### src/rtl/mem_responder.sv
// mem_responder
//
// Memory-side end of the cache request protocol. Arbitrates between the
// dcache (dREN/dWEN/daddr/dstore) and the icache (iREN/iaddr), runs one
// fixed-latency access to a single-port RAM at a time, and releases the
// winner by dropping its wait line for exactly one cycle.
//
// The dcache has priority. The icache is forced in after STARVE consecutive
// dcache grants that completed while iREN was pending.
//
// Parameters:
//   LAT     RAM access cycles per word (1..15)
//   STARVE  dcache grants tolerated while iREN waits (1..15)
//
// Ports:
//   CLK, RST          clock (rising edge), synchronous active-high reset
//   iREN, iaddr       icache read request and word address
//   dREN, dWEN        dcache read / write request
//   daddr, dstore     dcache word address and write data
//   iwait, dwait      low for one cycle when the respective access completes
//   iload, dload      read data, valid while the matching wait line is low
//   ramREN, ramWEN    RAM read / write strobes
//   ramaddr, ramstore RAM address and write data
//   ramload           RAM read data, combinational from ramaddr
//   proto_err         one-cycle pulse when dREN and dWEN are both high
module mem_responder #(
    parameter int LAT    = 2,
    parameter int STARVE = 4
) (
    input  logic        CLK,
    input  logic        RST,
    input  logic        iREN,
    input  logic [31:0] iaddr,
    input  logic        dREN,
    input  logic        dWEN,
    input  logic [31:0] daddr,
    input  logic [31:0] dstore,
    output logic        iwait,
    output logic        dwait,
    output logic [31:0] iload,
    output logic [31:0] dload,
    output logic        ramREN,
    output logic        ramWEN,
    output logic [31:0] ramaddr,
    output logic [31:0] ramstore,
    input  logic [31:0] ramload,
    output logic        proto_err
);

    typedef enum logic [1:0] {
        IDLE,
        DACC,
        IACC
    } state_t;

    localparam logic [3:0] LAT_M1   = 4'(LAT - 1);
    localparam logic [3:0] STARVE_V = 4'(STARVE);

    state_t      state, state_next;
    logic [3:0]  counter, counter_next;
    logic [3:0]  dstreak, dstreak_next;
    logic [31:0] addr_q, addr_next;
    logic [31:0] data_q, data_next;
    logic        write_q, write_next;

    logic        d_req;
    logic        last;

    assign d_req = dREN | dWEN;
    assign last  = (counter == 4'd0);

    // State register; reset also abandons any access in flight.
    always_ff @(posedge CLK) begin
        if (RST) begin
            state   <= IDLE;
            counter <= 4'd0;
            dstreak <= 4'd0;
            addr_q  <= 32'd0;
            data_q  <= 32'd0;
            write_q <= 1'b0;
        end else begin
            state   <= state_next;
            counter <= counter_next;
            dstreak <= dstreak_next;
            addr_q  <= addr_next;
            data_q  <= data_next;
            write_q <= write_next;
        end
    end

    // Arbitration, access sequencing and all outputs.
    // A requester dropping its enable mid-access aborts it: no wait pulse
    // and, for a write, no RAM write strobe.
    always_comb begin
        state_next   = state;
        counter_next = counter;
        dstreak_next = dstreak;
        addr_next    = addr_q;
        data_next    = data_q;
        write_next   = write_q;

        iwait     = 1'b1;
        dwait     = 1'b1;
        iload     = 32'd0;
        dload     = 32'd0;
        ramREN    = 1'b0;
        ramWEN    = 1'b0;
        ramaddr   = 32'd0;
        ramstore  = 32'd0;
        proto_err = 1'b0;

        case (state)
            IDLE: begin
                // The icache wins only once the dcache has used up its streak.
                if (d_req && !(iREN && dstreak == STARVE_V)) begin
                    state_next   = DACC;
                    addr_next    = daddr;
                    data_next    = dstore;
                    write_next   = dWEN;
                    counter_next = LAT_M1;
                    proto_err    = dREN & dWEN;
                end else if (iREN) begin
                    state_next   = IACC;
                    addr_next    = iaddr;
                    counter_next = LAT_M1;
                    dstreak_next = 4'd0;
                end
            end

            DACC: begin
                ramaddr = addr_q;
                if (write_q) begin
                    ramstore = data_q;
                end else begin
                    ramREN = 1'b1;
                end
                if (!d_req) begin
                    state_next = IDLE;
                end else if (last) begin
                    dwait      = 1'b0;
                    ramWEN     = write_q;
                    dload      = write_q ? 32'd0 : ramload;
                    state_next = IDLE;
                    // Count dcache wins only while the icache is actually waiting.
                    if (iREN) begin
                        dstreak_next = (dstreak == STARVE_V) ? dstreak : dstreak + 4'd1;
                    end else begin
                        dstreak_next = 4'd0;
                    end
                end else begin
                    counter_next = counter - 4'd1;
                end
            end

            IACC: begin
                ramaddr      = addr_q;
                ramREN       = 1'b1;
                dstreak_next = 4'd0;
                if (!iREN) begin
                    state_next = IDLE;
                end else if (last) begin
                    iwait      = 1'b0;
                    iload      = ramload;
                    state_next = IDLE;
                end else begin
                    counter_next = counter - 4'd1;
                end
            end

            default: begin
                state_next = IDLE;
            end
        endcase
    end

endmodule
### config.mk
export PLATFORM = sky130hd
export DESIGN_NAME = mem_responder
export DESIGN_NICKNAME = d
export VERILOG_FILES = /design/src/rtl/mem_responder.sv
export SDC_FILE = /design/constraint.sdc
export NUM_CORES = 1
export LEC_CHECK = 0
export CAP_MARGIN = 30
export CORE_MARGIN = 5
export CORE_UTILIZATION = 37
export DETAILED_ROUTE_END_ITERATION = 7
export PLACE_DENSITY = 0.81
export SKIP_CTS_REPAIR_TIMING = 1
export SYNTH_ARGS = -nofsm -noshare
export SYNTH_HDL_FRONTEND = slang
export SYNTH_SLANG_ARGS = --single-unit
### constraint.sdc
create_clock -name CLK -period 2 [get_ports CLK]
set_input_delay 0.4 -clock CLK [delete_from_list [all_inputs] [get_ports CLK]]
set_output_delay 0.4 -clock CLK [all_outputs]
set_load 0.005 [all_outputs]
Word-level counts from Yosys, hierarchy flattened:

Index checks and enable logic that the tools add are counted.
Widths: inputs -> output; s select.

* add/sub/neg operators: 2
* eq/ne operators: 10
* muxes and demuxes: 43
* bitwise logic cells: 2
* reduce and logical (&&, ||, !) cells: 12

Operator list (number)
* $mux 32: 12
* $mux 4: 11
* $pmux 4 s3: 2
* $mux 1: 11
* $mux 2: 5
* $ne 2x2->1 const B: 5
* $ne 3x3->1 const B: 2
* $pmux 2 s3: 1
* $reduce_and 6->1: 1
* $add 4x1->4 const B: 1
* $eq 4x3->1 const B: 1
* $logic_not 4->1: 1
* $reduce_and 2->1: 2
* $reduce_and 4->1: 1
* $sub 4x1->4 const B: 1
* $reduce_bool 3->1: 1
* $eq 2x1->1 const B: 1
* $eq 2x2->1 const B: 1
* $logic_and 1x1->1: 2
* $logic_not 2->1: 1
* $pmux 1 s2: 1
* $reduce_bool 2->1: 1
* $reduce_or 2->1: 1
* $and 1x1->1: 1
* other kinds (2): 2

* bits in registers: 75
* bits of input ports: 133
* output and inout bits: 133
* logic and storage cells: 75

Depth between registers and ports, before layout:

Gate-level depths: netlist of run 1.

* word-level depth: 6
* depth in mapped cells: 9
* depth with buffers taken out: 7

Worst setup path after synthesis of run 1:

No wires, ideal clock.

* kind: reg2out
* start: reg counter[0]
* end: out dload[10]
* data arrival time: 1499 ps
* data required time: 1600 ps
* setup slack: 101 ps
* stages on the path, launching flop included: 8
* buffers on the path: 1
* path through: dfxtp_1 inv_1 ha_1 nor3b_4 nand3_1 nor2_2 clkbuf_2 and2_1

* longest elaborated chain between the ends: 4

Ends and longest elaborated chain
* start, declared: RTL line 60 `logic [3:0] counter, counter_next;`
* start signal, assigned: RTL line 83 `counter <= counter_next;`
* $logic_not 4->1: RTL line 70 `assign last = (counter == 4'd0);`
* $mux 32: RTL line 139 `end else if (last) begin`
* $mux 32: RTL line 137 `if (!d_req) begin`
* $mux 32: RTL line 112 `case (state)`
* end, declared: RTL line 41 `output logic [31:0] dload,`

No other way between the ends.

Worst setup path after layout of run 1:

* start: reg counter[1]
* end: out dload[22]

The elaborated chain is that of the path after synthesis.

==> out/metrics.cfg, run 1 <==
[power]
power-per-cell-area_nw_per_um2 = 680
leakage_nw = 4.12
peakVddDrop_mv = 0.434
p_total_mw = 5.38

[critical_path]
endpoint_kind = primary output
start_kind = flip-flop
crit_path_frequent_cell = buf_6
crit_fanout = 4
critPathRequiredTime_ns = 1.60
worst_path_max_delay_cell = dfxtp_2
worstPathArrival_ns = 2.12
timing.reg2reg.setup_slack_ns = 0.10
crit_path_cell_trace = inv_2 -> ha_4 -> nor3b_4 -> nand3_2 -> nor2_4 -> clkbuf_16 -> buf_6 -> buf_6 -> buf_6 -> and2_4 -> buf_6
path_class = flip-flop to primary output
crit_path_max_incr_delay_ns = 0.32

[floorplan]
num_rows = 39
core_area_um2 = 11400
die_area_um2 = 13800
die_y_um = 117
start_util_pct = 37.5
io_pins = 266
chipWidth_um = 117

[cts]
cts.clk_slew.worst_paths_ns = 0.06
cts-root-buf = clkbuf_16
cts_buffers = 9
clk_path_buf_depth = 2
cts_sinks = 75
cts_tree = built
clk_latency_ns = 0.34
cts_max_level = 3

[place]
gp_congestion = 0.834
place_inst = 973
dpl_cell_area_um2 = 7250
post-place-ws_ns = -0.513
portBuffers = 265
place_hpwl_um = 11800

[final_layout]
final_cells = 1030
nFillCells = 877
drive_gt1_share_pct = 29.7
nets = 1023
final_area_um2 = 7920
final_util_pct = 69.7
diodes = 0
synthToLayoutAreaGrowth_pct = 85.9

[logic_synthesis]
synth_area_um2 = 4260
syn_area_per_cell_um2 = 7.50
ys_types = 44
synthesis.nets = 709
ys_ff_latch = 75
yosys_warnings = 0
syn_inst = 568
ys_seq_area_share_pct = 35.2

[sta]
hold_viol_final = 0
fin_tns_setup_ns = -15.89
timing.hold.ws_ns = 0.450
fin_crit_ns = 2.52
finalClockSkew_ns = 0.00741
slew_viol_final = 0
max_freq_mhz = 397
setup_viol = 60
rsz0062_at_grt = true
setup_ws_ns = -0.520
relSlewSlack_pct = 75.8
tightest_slew_ns = 0.358
fin_crit_sh_pct = 126

[detailed_routing]
top_layer_used = met5
viasPerCell = 5.07
drt_wl_total_um = 17100
drt-pass1-iter-count = 5
drt_first_iter_violations = 304
met1Wirelength_um = 6940
routedWlPerCell_um = 16.6
vias = 5222
dr_wl_met3_um = 1220
drcViolationCount = 0
ant_nets = 0
wl_met2_um = 8590

[worst_hold_path]
hold_path_class = flip-flop to flip-flop

[outcome]
violations = negative setup slack
run_status = finished, violations left

[flow_run]
cap_violations = 0

[global_routing]
grt_max_degree = 42
track_usage_pct = 21.1
grt_pass1_vias = 4962
grt_pass1_wl_um = 24500
antenna_found_initial = 1
grt_overflow = 0

==> metal layers <==
layer / GRT usage [%] / vias up
met5: 0 / -
met4: 6.24 / 2
met3: 6.45 / 28
li1: - / 2530
met2: 37.3 / 224
met1: 24.3 / 2438
==> flip-flops by register name (all words and copies together), names as in the netlist <==
| name | count |
|---|---|
| addr_q | 32 |
| data_q | 32 |
| counter | 4 |
| dstreak | 4 |
| state | 2 |
| write_q | 1 |
==> kinds of logic (layout without fill, tap and decap cells) <==
family                     count (synthesis)  after routing  share of synthesized area, %
AOI/OAI and AO/OA                         92             92                          15.7
adders and majority gates                  8              8                          2.35
buffers and inverters                     58            377                          7.20
DFF                                       75             75                          35.2
muxes                                      1              1                         0.264
and+or+nand+nor                          334            334                          39.3
==> cells in the mapped netlist (all sizes together) <==
cell	instances	area [µm²]
or3	3	18.8
nor2b	2	20.0
nand3	5	25.0
o31ai	2	15.0
a21oi	40	200
nor4b	1	8.76
dfxtp	75	1500
nand2b	2	12.5
a32o	1	10.0
a211oi	2	15.0
o211ai	2	33.8
inv	9	33.8
a221oi	1	8.76
a41o	1	10.0
mux2	1	11.3
or2	1	6.26
nor3b	1	18.8
a22oi	1	7.51
o21ai	5	36.3
a2111o	1	11.3
a311oi	33	295
nand4b	1	15.0
nor2	45	171
clkbuf	24	93.8
and3	34	213
or3b	1	8.76
a41oi	1	8.76
buf	25	179
ha	8	100
nand2	138	528
and2	97	609
o21a	2	15.0
nand4	3	18.8
==> cells in the final DEF, fill, tap and decap left out, types with 3 or more instances in the layout <==
cell and instances:
nand2_1 134, clkdlybuf4s50_1 128, and2_1 79, dfxtp_1 71, clkbuf_2 66, buf_4 54, nor2_1 42, a21oi_1 40
a311oi_1 32, dlymetal6s2s_1 32, buf_6 31, and3_1 27, buf_2 25, and2_4 18, clkbuf_16 14, buf_12 9
and3_4 7, inv_1 5, o21ai_0 4, nand3_1 4, ha_4 4, ha_1 4, inv_2 3, nor2_4 3
inv_6 3, or3_1 3, nand4_1 3
==> worst paths after layout <==
path,from,endpoint,depth (start not counted)
max,counter[1],dload[22],11
min,data_q[9],data_q[9],2
max reg2reg,state[0],dstreak[1],7
min reg2reg,data_q[9],data_q[9],2
==> cell type report <==
cell class | count | area [µm²] | share of cell area [%]
clock buffer | 9 | 225 | 2.84
clock inverter | 7 | 98.8 | 1.25
inverter | 9 | 38.8 | 0.490
multi-input combinational | 435 | 2640 | 33.3
sequential | 75 | 1510 | 19.1
tap | 143 | 179 | 2.26
timing repair buffer | 352 | 3230 | 40.7
==> worst max-delay path: cells and delay by family (launching register included) <==
family        cells  cell delay (ns)
fa+ha+maj         1             0.13
simple gates      4             0.72
buf+inv           6             0.59
flops             1             0.32
==> report_power, final <==
| group | switching, mW | total (mW) | internal (mW) |
|---|---|---|---|
| combinational | 0.820 | 1.85 | 1.03 |
| clock | 0.677 | 1.78 | 1.10 |
| sequential | 0.0926 | 1.76 | 1.67 |
(Power assumes the default switching activity.)
==> inputs of run 2 (changes only) <==
Settings changed: MAX_ROUTING_LAYER set to met4.
==> run 2 against run 1 <==
Against the previous run:
- the run still ends with negative setup slack left
- via count is 0.15% higher
- total power hardly changed
- clock power hardly changed
- cell area is 0.14% higher
- combinational power hardly changed
- sequential share of layout area hardly changed
- register-to-register slack hardly changed
- non-clock buffer count is 1 higher
- clock-buffer cell count stayed put
- critical path type unchanged
==> out/metrics.cfg, run 2 (synthesized netlist as in run 1, its figures left out) <==
[outcome]
run_status = finished, violations left
violations = negative setup slack

[detailed_routing]
drt_first_iter_violations = 281
routedWlPerCell_um = 16.7
vias = 5230
ant_nets = 0
drt-pass1-iter-count = 4
viasPerCell = 5.07
drcViolationCount = 0
drt_wl_total_um = 17200

[place]
place_hpwl_um = 11800
gp_congestion = 0.847
place_inst = 973
portBuffers = 265

[critical_path]
endpoint_kind = primary output
r2r_end = dstreak[1]
critPathRequiredTime_ns = 1.60
worstPathArrival_ns = 2.12
crit_path_frequent_cell = buf_6
reg2regPathDepth = 7
timing.reg2reg.setup_slack_ns = 0.09
start_kind = flip-flop
r2r-start = state[0]
crit_path_cell_trace = inv_2 -> ha_4 -> nor3b_4 -> nand3_2 -> nor2_4 -> clkbuf_16 -> buf_6 -> buf_6 -> buf_6 -> and2_4 -> buf_6
crit_path_max_incr_delay_ns = 0.32
crit_fanout = 4
worst_path_max_delay_cell = dfxtp_2
path_class = flip-flop to primary output

[power]
p_total_mw = 5.39
leakage_nw = 4.13
peakVddDrop_mv = 0.437
power-per-cell-area_nw_per_um2 = 679

[floorplan]
io_pins = 266
core_area_um2 = 11400
chipWidth_um = 117
die_y_um = 117
die_area_um2 = 13800
num_rows = 39
start_util_pct = 37.5

[sta]
max_freq_mhz = 397
fin_crit_sh_pct = 126
fin_crit_ns = 2.52
hold_viol_final = 0
tightest_slew_ns = 0.366
setup_ws_ns = -0.518
finalClockSkew_ns = 0.00577
fin_tns_setup_ns = -15.37
relSlewSlack_pct = 75.2
slew_viol_final = 0
rsz0062_at_grt = true
setup_viol = 54

[final_layout]
drive_gt1_share_pct = 29.7
synthToLayoutAreaGrowth_pct = 86.2
final_cells = 1032
nets = 1024
top_regs = addr_q x32, data_q x32
layout_common_cells = nand2_1, clkdlybuf4s50_1, and2_1
nFillCells = 874
final_common_cell = nand2_1
final_util_pct = 69.8

[worst_hold_path]
min-delay-start = data_q[9]
holdPathStages = 2
whs_endpoint = data_q[9]
hold_path_class = flip-flop to flip-flop

[cts]
clk_path_buf_depth = 2
cts_buffers = 9
cts.clk_slew.worst_paths_ns = 0.06
cts_tree = built
clk_latency_ns = 0.34
cts-root-buf = clkbuf_16
cts_sinks = 75
cts_max_level = 3

[global_routing]
grt_pass1_vias = 4974
antenna_found_initial = 1
grt_max_degree = 42
grt_pass1_wl_um = 24400
grt_overflow = 0
track_usage_pct = 21.7

[flow_run]
cap_violations = 0

[run 2: cell count changes in the layout (fill, tap and decap cells not counted)]
cell,delta
and3_1,-1
buf_6,+1
dlymetal6s2s_1,+1
buf_8,-2
and3_4,+1
diode_2,+1
buf_4,+2
clkbuf_2,-1
[run 2: power breakdown]
| part | internal [mW] | switching [mW] |
|---|---|---|
| Combinational | 1.02 | 0.823 |
| Clock | 1.10 | 0.680 |
| Sequential | 1.67 | 0.0942 |
[run 2: worst max-delay path, delay by kind of cell, from the launching register on]
family | cells | cell delay (ns)
flops | 1 | 0.32
buf+inv | 6 | 0.59
simple gates | 4 | 0.72
fa+ha+maj | 1 | 0.13
[run 2: final cells by class]
class	instances	area (µm²)	share of cell area, %
Inverter	9	38.8	0.489
Timing Repair Buffer	353	3230	40.7
Antenna cell	1	2.50	0.0316
Clock inverter	7	98.8	1.25
Tap cell	143	179	2.26
Multi-Input combinational cell	435	2650	33.3
Sequential cell	75	1510	19.1
Clock buffer	9	225	2.84
[run 2: routing by layer]
layer	routed length (µm)	share of wire, %	track usage, %
met1	7130	41	24.8
met2	8630	50	37.2
met3	1100	6.4	5.58
met4	341	2.0	6.45
met5	0	0	-
[run 2: worst max path at each step]
stage | slack [ns] | depth (start not counted) | to | from
4_1_cts | -0.73 | 8 | dload[20] | counter[0]
6_report | -0.52 | 11 | dload[22] | counter[1]
3_3_place_gp | -0.46 | 6 | iload[8] | iREN
5_1_grt | -0.63 | 11 | dload[22] | counter[1]
2_1_floorplan | 0.10 | 7 | dload[10] | counter[0]
3_5_place_dp | -0.51 | 7 | dload[20] | dWEN
[run 2: through the flow]
stage          setup WS [ns]  area, µm²  hold WS (ns)
2_1_floorplan          0.101       4260         0.432
3_3_place_gp          -0.463       7250         0.439
3_5_place_dp          -0.513       7250         0.444
4_1_cts               -0.730       7570         0.451
5_1_grt               -0.627       7930         0.474
6_report              -0.518       7930         0.450
==> variant: new RTL, flow settings as in run 1 <==
Encoding of `state_t`: now one-hot (3 bits for 3 states).
--- a/src/rtl/mem_responder.sv
+++ b/src/rtl/mem_responder.sv
@@ -48,8 +48,8 @@
 );
 
-    typedef enum logic [1:0] {
-        IDLE,
-        DACC,
-        IACC
+    typedef enum logic [2:0] {
+        IDLE = 3'b001,
+        DACC = 3'b010,
+        IACC = 3'b100
     } state_t;
 
Function: same outputs for any inputs over 4 cycles, from zero or initial values and one cycle with RST high; so few cycles prove little.
==> variant against run 1 <==
The run still ends with setup timing left. Register-to-register slack lost 0.17 ns. Total power down 3.4%. Sequential cell count increased by 1. Highest routed layer is now met4. Largest cell class unchanged. Worst setup slack improved by 0.024 ns. Critical endpoint is now dload[26]. Area after synthesis fell by 1.2%. Critical path type unchanged. Design area increased by 4.4%. Non-clock buffer count fell by 6. Routed wire length increased by 6.5%.
==> variant: results (changes against run 1) <==
drt wl/cell=18.5 microns (+12%); PnR worst setup slack=-0.496 ns (+0.0237 ns); pin count of the biggest net entering global routing=51 (+21%); worst-path fanout max=8 (+4); vias in the first global route=4511 (-9.1%); met2 WL=9640 microns (+12%); share of cells above drive strength 1=38.1% (+8.4 points); Syn Inst Count=523 (-7.9%); metal1 wirelength=6650 microns (-4.1%); top cell type's share of synthesized area=36.1% (+0.91 points); DRT iter0 DRCs=251 (-17%); status=complete, but fails checks; cell area after placement=7230 sq um (-0.29%); Synth Warn #=0 (unchanged); Worst EP arrival=2.10 ns (-0.02 ns); all-layer global routing usage=20.1% (-1.0 points); failing checks=setup timing; max layer used=met4; first-pass GRT wire length=21800 microns (-11%); Nets=970 (-5.2%); Worst R2R Path Depth=10 (+3); ranking of synthesized cells by area=dfxtp_1, and3_1, and2_1; Top FF cell, synth=dfxtp_1; Hold Path Stages=2 (unchanged); HPWL Detailed=11200 microns (-4.4%); worst skew pair latency=0.33 ns; # setup viols final=135 (+130%); placed insts=922 (-5.2%); TritonRoute pass-1 iters=4 (-1); final RePlAce weighted congestion=0.889 (+6.6%); skew final=0.00761 ns (+0.000209 ns); final setup TNS=-33.38 ns (-17.49 ns); dpl ws=-0.558 ns (-0.0447 ns); Max rail drop VDD=430 uV (-0.90%); Lkg Pwr=3.97 nW (-3.4%); Via density=5.25 (+3.6%); CTS HTree Levels=3 (unchanged); Worst-Margin Slew=0.410 ns (+0.0520 ns); Port Buffers=265 (unchanged); Clock Path Buffers=2 (unchanged); DR DRC count=0 (unchanged); Vias=5156 (-1.3%); WL met3=1450 microns (+19%); clock root buffer=clkbuf_16; Post-Syn Nets=660 (-6.9%); Hold WC Path Type=reg2reg; post-synthesis sequential area ratio=36.1% (+0.91 points); synth unique cells=46 (+4.5%); list of most frequent post-synthesis cells=dfxtp_1, and3_1, and2_1, nand2_1, nor2_1
==> variant: cell count changes after synthesis, moves of 4 or more <==
cell	change
buf_6	-7
nor2_1	-6
ha_1	-4
a211oi_1	+31
clkbuf_1	+6
and3_1	+34
nand2_1	-69
and2_1	-29
o21ai_0	-4
a311oi_1	-30
a21oi_1	-4
mux2i_1	+34
==> variant: cell families after synthesis <==
logic type / after synthesis / share of synthesized area (%)
AO/OA/AOI/OAI: 86 / 13.6
XOR/XNOR: 1 / 0.208
adder cells (fa/ha/maj): 4 / 1.19
buffers and inverters: 53 / 5.56
flip-flops: 76 / 36.1
multiplexers: 34 / 8.09
AND/OR/NAND/NOR: 269 / 35.2
==> variant: worst paths after layout <==
check	from	to	slack (ns)
max reg2reg	state[0]	counter[3]	-0.07
max	counter[1]	dload[26]	-0.50
min	data_q[11]	data_q[11]	0.45
min reg2reg	data_q[11]	data_q[11]	0.45
==> variant: routing by layer <==
layer	up-vias	global-route usage (%)
li1	2433	-
met1	2434	22.3
met2	252	37.0
met3	37	4.61
met4	0	7.72
met5	-	0
==> variant: report_power, final <==
group	switching, mW	internal, mW
sequential	0.112	1.73
clock	0.632	1.10
combinational	0.770	0.851
total	1.52	3.69
==> variant: final cells by class <==
| cell class | count | area (sq um) |
|---|---|---|
| repair buffers | 346 | 3440 |
| fillers | 782 | 3010 |
| multi-input cells | 394 | 2770 |
| flip-flops and latches | 76 | 1530 |
| clock buffers | 13 | 280 |
| well taps | 143 | 179 |
| clock inverters | 3 | 42.5 |
| inverters | 6 | 22.5 |
| diodes | 1 | 2.50 |
==> variant: critical path: stages (launching register included) <==
cell       delay, ns
dfxtp_2         0.32
inv_2           0.08
ha_4            0.14
or3b_4          0.40
nor4_4          0.14
buf_4           0.18
buf_6           0.13
clkbuf_16       0.15
and2_4          0.14
buf_6           0.08
